$ cat src/rtl/ollar_control_fsm_if.sv
// rtl/ollar_control_fsm_if.sv - OLLAR single-port memory bus between sequencer and memory/peripherals
interface ollar_control_fsm_if;
  logic        MEM_REQ;
  logic        MEM_WE;
  logic [31:0] MEM_ADDR;
  logic [31:0] MEM_WDATA;
  logic [31:0] MEM_RDATA;
  logic        MEM_READY;

  modport master (
    output MEM_REQ, MEM_WE, MEM_ADDR, MEM_WDATA,
    input  MEM_RDATA, MEM_READY
  );

  modport slave (
    input  MEM_REQ, MEM_WE, MEM_ADDR, MEM_WDATA,
    output MEM_RDATA, MEM_READY
  );
endinterface

$ cat src/rtl/ollar_control_fsm.sv
// rtl/ollar_control_fsm.sv - OLLAR fetch/execute sequencer; OLLAR_TRAP_EN enables the illegal-opcode trap
module ollar_control_fsm #(
  parameter logic [31:0] RESET_VECTOR = 32'h0000_0000
) (
  input  logic        CLOCK_PIN,
  input  logic        RESET_PIN,
  ollar_control_fsm_if.master bus,
  output logic [4:0]  RF_RADDR_A,
  output logic [4:0]  RF_RADDR_B,
  input  logic [31:0] RF_RDATA_A,
  input  logic [31:0] RF_RDATA_B,
  output logic        RF_WE,
  output logic [4:0]  RF_WADDR,
  output logic [31:0] RF_WDATA,
  output logic [31:0] PC_OUT,
  output logic        HALT_ERR
);

  localparam logic [7:0] OP_NOP = 8'h00;
  localparam logic [7:0] OP_JMP = 8'h01;
  localparam logic [7:0] OP_LD  = 8'h02;
  localparam logic [7:0] OP_ST  = 8'h03;
  localparam logic [7:0] OP_SET = 8'h04;
  localparam logic [7:0] OP_CLR = 8'h05;
  localparam logic [7:0] OP_ADD = 8'h40;

  typedef enum logic [2:0] {
    S_FETCH,
    S_EXEC,
    S_IMM,
    S_MEM
`ifdef OLLAR_TRAP_EN
    , S_TRAP
`endif
  } state_t;

  state_t      state_q, state_d;
  logic [31:0] pc_q, pc_d;
  // IR[8:0] is never decoded, so only the upper bits are kept.
  logic [31:9] ir_q, ir_d;

  logic        mem_req, mem_we, rf_we;
  logic [31:0] mem_addr, mem_wdata, rf_wdata;
  logic [7:0]  opcode;

  assign opcode     = ir_q[31:24];
  assign RF_WADDR   = ir_q[23:19];
  assign RF_RADDR_A = ir_q[18:14];
  assign RF_RADDR_B = ir_q[13:9];
  assign PC_OUT     = pc_q;

  always_ff @(posedge CLOCK_PIN) begin
    if (RESET_PIN) begin
      state_q <= S_FETCH;
      pc_q    <= RESET_VECTOR;
      ir_q    <= '0;
    end else begin
      state_q <= state_d;
      pc_q    <= pc_d;
      ir_q    <= ir_d;
    end
  end

  always_comb begin
    state_d   = state_q;
    pc_d      = pc_q;
    ir_d      = ir_q;
    mem_req   = 1'b0;
    mem_we    = 1'b0;
    mem_addr  = pc_q;
    mem_wdata = 32'h0;
    rf_we     = 1'b0;
    rf_wdata  = 32'h0;

    case (state_q)
      S_FETCH: begin
        mem_req = 1'b1;
        if (bus.MEM_READY) begin
          ir_d    = bus.MEM_RDATA[31:9];
          pc_d    = pc_q + 32'd1;
          state_d = S_EXEC;
        end
      end

      S_EXEC: begin
        case (opcode)
          OP_NOP: state_d = S_FETCH;
          OP_CLR: begin
            rf_we   = 1'b1;
            state_d = S_FETCH;
          end
          OP_ADD: begin
            rf_we    = 1'b1;
            rf_wdata = RF_RDATA_A + RF_RDATA_B;
            state_d  = S_FETCH;
          end
          OP_SET, OP_JMP: state_d = S_IMM;
          OP_LD, OP_ST:   state_d = S_MEM;
          default: begin
`ifdef OLLAR_TRAP_EN
            state_d = S_TRAP;
`else
            state_d = S_FETCH;
`endif
          end
        endcase
      end

      S_IMM: begin
        mem_req = 1'b1;
        if (bus.MEM_READY) begin
          if (opcode == OP_SET) begin
            rf_we    = 1'b1;
            rf_wdata = bus.MEM_RDATA;
            pc_d     = pc_q + 32'd1;
          end else begin
            pc_d = bus.MEM_RDATA;
          end
          state_d = S_FETCH;
        end
      end

      // Address comes straight from the register file; it stays stable
      // through wait states because nothing writes the RF meanwhile.
      S_MEM: begin
        mem_req  = 1'b1;
        mem_addr = RF_RDATA_A;
        if (opcode == OP_ST) begin
          mem_we    = 1'b1;
          mem_wdata = RF_RDATA_B;
        end
        if (bus.MEM_READY) begin
          if (opcode == OP_LD) begin
            rf_we    = 1'b1;
            rf_wdata = bus.MEM_RDATA;
          end
          state_d = S_FETCH;
        end
      end

`ifdef OLLAR_TRAP_EN
      S_TRAP: state_d = S_TRAP;
`endif

      default: state_d = S_FETCH;
    endcase

    // An access in flight during reset is dropped with no side effects.
    if (RESET_PIN) begin
      mem_req = 1'b0;
      mem_we  = 1'b0;
      rf_we   = 1'b0;
    end
  end

  assign bus.MEM_REQ   = mem_req;
  assign bus.MEM_WE    = mem_we;
  assign bus.MEM_ADDR  = mem_addr;
  assign bus.MEM_WDATA = mem_wdata;
  assign RF_WE         = rf_we;
  assign RF_WDATA      = rf_wdata;

`ifdef OLLAR_TRAP_EN
  assign HALT_ERR = (state_q == S_TRAP);
`else
  assign HALT_ERR = 1'b0;
`endif

endmodule
$ cat src/flat_wrapper.sv
// flat-port wrapper written by rule: the top's interface ports become plain ports
module ollar_control_fsm_flat 
#(
  parameter logic [31:0] RESET_VECTOR = 32'h0000_0000
)
  (CLOCK_PIN, RESET_PIN, RF_RADDR_A, RF_RADDR_B, RF_RDATA_A, RF_RDATA_B, RF_WE, RF_WADDR, RF_WDATA, PC_OUT, HALT_ERR, bus_MEM_REQ, bus_MEM_WE, bus_MEM_ADDR, bus_MEM_WDATA, bus_MEM_RDATA, bus_MEM_READY);
  ollar_control_fsm_if bus_i ();
  input  logic CLOCK_PIN;
  input  logic RESET_PIN;
  output logic [4:0] RF_RADDR_A;
  output logic [4:0] RF_RADDR_B;
  input  logic [31:0] RF_RDATA_A;
  input  logic [31:0] RF_RDATA_B;
  output logic RF_WE;
  output logic [4:0] RF_WADDR;
  output logic [31:0] RF_WDATA;
  output logic [31:0] PC_OUT;
  output logic HALT_ERR;
  output wire logic [$bits(bus_i.MEM_REQ)-1:0] bus_MEM_REQ;
  output wire logic [$bits(bus_i.MEM_WE)-1:0] bus_MEM_WE;
  output wire logic [$bits(bus_i.MEM_ADDR)-1:0] bus_MEM_ADDR;
  output wire logic [$bits(bus_i.MEM_WDATA)-1:0] bus_MEM_WDATA;
  input wire logic [$bits(bus_i.MEM_RDATA)-1:0] bus_MEM_RDATA;
  input wire logic [$bits(bus_i.MEM_READY)-1:0] bus_MEM_READY;
  assign bus_MEM_REQ = bus_i.MEM_REQ;
  assign bus_MEM_WE = bus_i.MEM_WE;
  assign bus_MEM_ADDR = bus_i.MEM_ADDR;
  assign bus_MEM_WDATA = bus_i.MEM_WDATA;
  assign bus_i.MEM_RDATA = bus_MEM_RDATA;
  assign bus_i.MEM_READY = bus_MEM_READY;
  ollar_control_fsm #(.RESET_VECTOR(RESET_VECTOR)) u_core (.CLOCK_PIN(CLOCK_PIN), .RESET_PIN(RESET_PIN), .bus(bus_i), .RF_RADDR_A(RF_RADDR_A), .RF_RADDR_B(RF_RADDR_B), .RF_RDATA_A(RF_RDATA_A), .RF_RDATA_B(RF_RDATA_B), .RF_WE(RF_WE), .RF_WADDR(RF_WADDR), .RF_WDATA(RF_WDATA), .PC_OUT(PC_OUT), .HALT_ERR(HALT_ERR));
endmodule
$ cat config.mk
export PLATFORM = sky130hd
export DESIGN_NAME = ollar_control_fsm_flat
export DESIGN_NICKNAME = d
export VERILOG_FILES = /design/src/rtl/ollar_control_fsm_if.sv /design/src/rtl/ollar_control_fsm.sv /design/src/flat_wrapper.sv
export SDC_FILE = /design/constraint.sdc
export NUM_CORES = 1
export LEC_CHECK = 0
export BUFFER_PORTS_ARGS = -buffer_cell sky130_fd_sc_hd__buf_2
export CAP_MARGIN = 20
export CORE_UTILIZATION = 50
export DETAILED_ROUTE_END_ITERATION = 8
export PLACE_DENSITY = 0.83
export SYNTH_ARGS = -nofsm -noshare
export SYNTH_HDL_FRONTEND = slang
export SYNTH_SLANG_ARGS = --single-unit
$ cat constraint.sdc
create_clock -name CLOCK_PIN -period 3.8 [get_ports CLOCK_PIN]
set_input_delay 0.76 -clock CLOCK_PIN [delete_from_list [all_inputs] [get_ports CLOCK_PIN]]
set_output_delay 0.76 -clock CLOCK_PIN [all_outputs]
set_load 0.01 [all_outputs]
==> impl_metrics.tcl <==
set metrics [dict create \
    post-route-drc-count 0 \
    netlist_instances 826 \
    clockBufferDepth 2 \
    cpPeakStageDelay_ns 0.49 \
    ys_top_cells_by_area "dfxtp_1 (20%), nand2_1 (9.2%), a21oi_1 (7.6%)" \
    max-slew-margin-rel 0.450 \
    whs_ns 0.449 \
    die_x_um 110 \
    dieHeight_um 110 \
    holdBufCountCts 0 \
    fin_crit_ns 3.80 \
    synth_ff_type "dfxtp_1" \
    core_sq_um 11400 \
    synth.top_cell.area_share 0.195 \
    slew_viol_final 0 \
    path_cells "buf_8 > ha_4 > o21ai_4 > o21a_1 > or3_4 > a2111oi_4 > o31a_4 > o21ai_2 > a32o_1 > buf_2" \
    fin_crit_sh 0.999 \
    dr.pass1.iters 5 \
    required_ns 3.04 \
    arrival_ns 3.04 \
    worstHoldStart "u_core.ir_q[13]" \
    grt_pass1_vias 6376 \
    htree_levels 3 \
    cts_tree "done" \
    critPathKind "primary input to output pin" \
    crit_family "compound AO/OA/AOI/OAI gates" \
    place_area_sq_um 7210 \
    worstSkewPairLatency_ns 0.33 \
    wl_um 20900 \
    regToRegEndpoint "u_core.PC_OUT[30]" \
    cts.clk_slew.worst_paths_ns 0.05 \
    critical_path.max_fanout 4 \
    rsz0062_at_grt "yes" \
    setup_ws_ns 0.00440 \
    yosysSeqAreaShare 0.195 \
    grt_usage 0.334 \
    drtIter0Drc 526 \
    worstSetupStartpointType "primary input" \
    root_buffer "clkbuf_16" \
    crit_buf_inv 2 \
    synth_cell_types 73 \
    final_nets 1183 \
    io_pins 246 \
    end_kind "output pin" \
    finalHoldViolations 0 \
    synth_edf_count 0 \
    final_cells 1199 \
    fmaxAchievable_mhz 263 \
    skew_ns 0.00730 \
    utilization 0.679 \
    tightest_slew_ns 0.825 \
    hold_class "flop to flop" \
    slowest_stage "a2111oi_4" \
    grt_pass1_wl_um 31000 \
    ant_nets 0 \
    place_congestion 0.934 \
    vias 7200 \
    fp-row-count 39 \
    power_mw 2.24 \
    synth_area_sq_um 5850 \
    finalSetupViolCount 0 \
    r2r_slack_ns 1.21 \
    powerDensity_nw_per_um2 289 \
    diodes 0 \
    antenna_found_initial 0 \
    syn_to_final_growth_pct 32.5 \
    ff2ff_path_depth 8 \
    hold_depth 2 \
    gr-total-overflow 0 \
    synthArstFlopShare 0 \
    postLayoutCellArea_sq_um 7750 \
    hold_path_end "u_core.ir_q[13]" \
    dieArea_sq_um 12100 \
    synth_largest_area_cell "dfxtp_1" \
    yosysMostFrequentCell "nand2_1" \
    avgSynthCellArea_sq_um 7.08 \
    post_drt_wl_per_cell_um 17.4 \
    post-place-ws_ns -0.0351 \
    status "finished clean" \
    leakage_nw 3.57 \
    start_util 0.512 \
    hpwl_um 15800 \
    yosysWarnings 0 \
    tns_ns 0 \
    regToRegStartpoint "u_core.PC_OUT[0]" \
    cts_sinks 57 \
    numCtsBuffers 9 \
    drive_gt1_frac 0.347 \
    synth_common_cells "nand2_1 (143), a21oi_1 (89), o21ai_0 (60)" \
    grt_max_degree 44 \
    ir_worst_vdd_uv 218 \
    port_buffers 244 \
    vias_per_cell 6.01 \
    place_inst 1179 \
    syn_nets 958 \
    maxCapViolations 0 \
    synth_seq_cells 57 \
]
## tightest hold or removal path, stage by stage, from the launching register on
cell	delay [ns]
dfxtp_1	0.30
nand2_1	0.05
a21oi_1	0.05
## worst max-delay path by stage
stage,start,depth (start not counted),end
2_1_floorplan,RF_RDATA_A[17],9,RF_WDATA[27]
3_3_place_gp,RF_RDATA_A[17],10,RF_WDATA[27]
3_5_place_dp,RF_RDATA_A[17],10,RF_WDATA[27]
4_1_cts,RF_RDATA_A[1],10,RF_WDATA[27]
5_1_grt,RF_RDATA_A[2],10,RF_WDATA[27]
6_report,RF_RDATA_A[3],10,RF_WDATA[27]
## flip-flops by register name, indices dropped and copies added (netlist names)
| signal | cells |
|---|---|
| u_core.PC_OUT | 32 |
| u_core.ir_q | 23 |
| u_core.state_q | 2 |
## repair_timing
action                                  in CTS  in global routing
endpoints found under the setup margin       1                 12
gates resized for setup                      1                 35
buffers inserted                             0                  4
pin swaps                                    0                 16
## placed cells by master, fill, tap and decap left out, drive strengths merged, types with 3 or more instances in the layout
| cell type | Yosys | routed |
|---|---|---|
| o22ai | 6 | 6 |
| mux2 | 31 | 31 |
| a311oi | 3 | 3 |
| bufinv | 0 | 3 |
| clkbuf | 40 | 11 |
| a211oi | 13 | 13 |
| a41oi | 3 | 3 |
| or4 | 3 | 3 |
| o31ai | 10 | 10 |
| ha | 32 | 32 |
| a2bb2oi | 4 | 4 |
| nor2 | 55 | 55 |
| and2 | 36 | 36 |
| nor2b | 10 | 10 |
| a21o | 13 | 13 |
| a31oi | 6 | 6 |
| xnor2 | 5 | 5 |
| and3 | 3 | 3 |
| nand3 | 17 | 17 |
| nand4 | 11 | 11 |
| o21bai | 3 | 3 |
| nor3 | 16 | 16 |
| or2 | 3 | 3 |
| or3 | 12 | 12 |
| buf | 28 | 282 |
| nand2 | 143 | 143 |
| a32o | 4 | 4 |
| nand2b | 9 | 9 |
| inv | 14 | 14 |
| a22o | 3 | 3 |
| nor4 | 5 | 5 |
| a21oi | 91 | 91 |
| mux2i | 3 | 3 |
| o211ai | 6 | 6 |
| o21a | 9 | 9 |
| xor2 | 13 | 13 |
| dfxtp | 57 | 57 |
| o21ai | 70 | 70 |
| a22oi | 6 | 6 |
## where the power goes
part           leakage (nW)  switching [mW]  internal, mW
clock                 0.166           0.289         0.657
combinational          2.94           0.367         0.278
sequential            0.464          0.0278         0.623
total                  3.57           0.683          1.56
## cell type report
class	instances	area, sq um
timing repair buffer	282	1560
fill	1021	3670
clock inverter	5	103
sequential	57	1140
inverter	14	52.6
clock buffer	11	243
tap	143	179
multi-input combinational	687	4470
## metal layers
| metal | vias to the layer above | global-route usage | share of wire |
|---|---|---|---|
| li1 | 3426 | - | - |
| met1 | 3309 | 0.385 | 0.38 |
| met2 | 395 | 0.594 | 0.50 |
| met3 | 70 | 0.0606 | 0.077 |
| met4 | 0 | 0.159 | 0.042 |
| met5 | - | 0 | 0 |
## cell families after synthesis
logic type                 synth area share
xor gates and xnor gates             0.0269
DFF                                   0.195
muxes                                0.0648
and+or+nand+nor                       0.273
adders and majority gates            0.0719
other                              0.000641
buffers and inverters                0.0676
AOI/OAI and AO/OA                     0.300
Power figures use the tool's default switching activity.
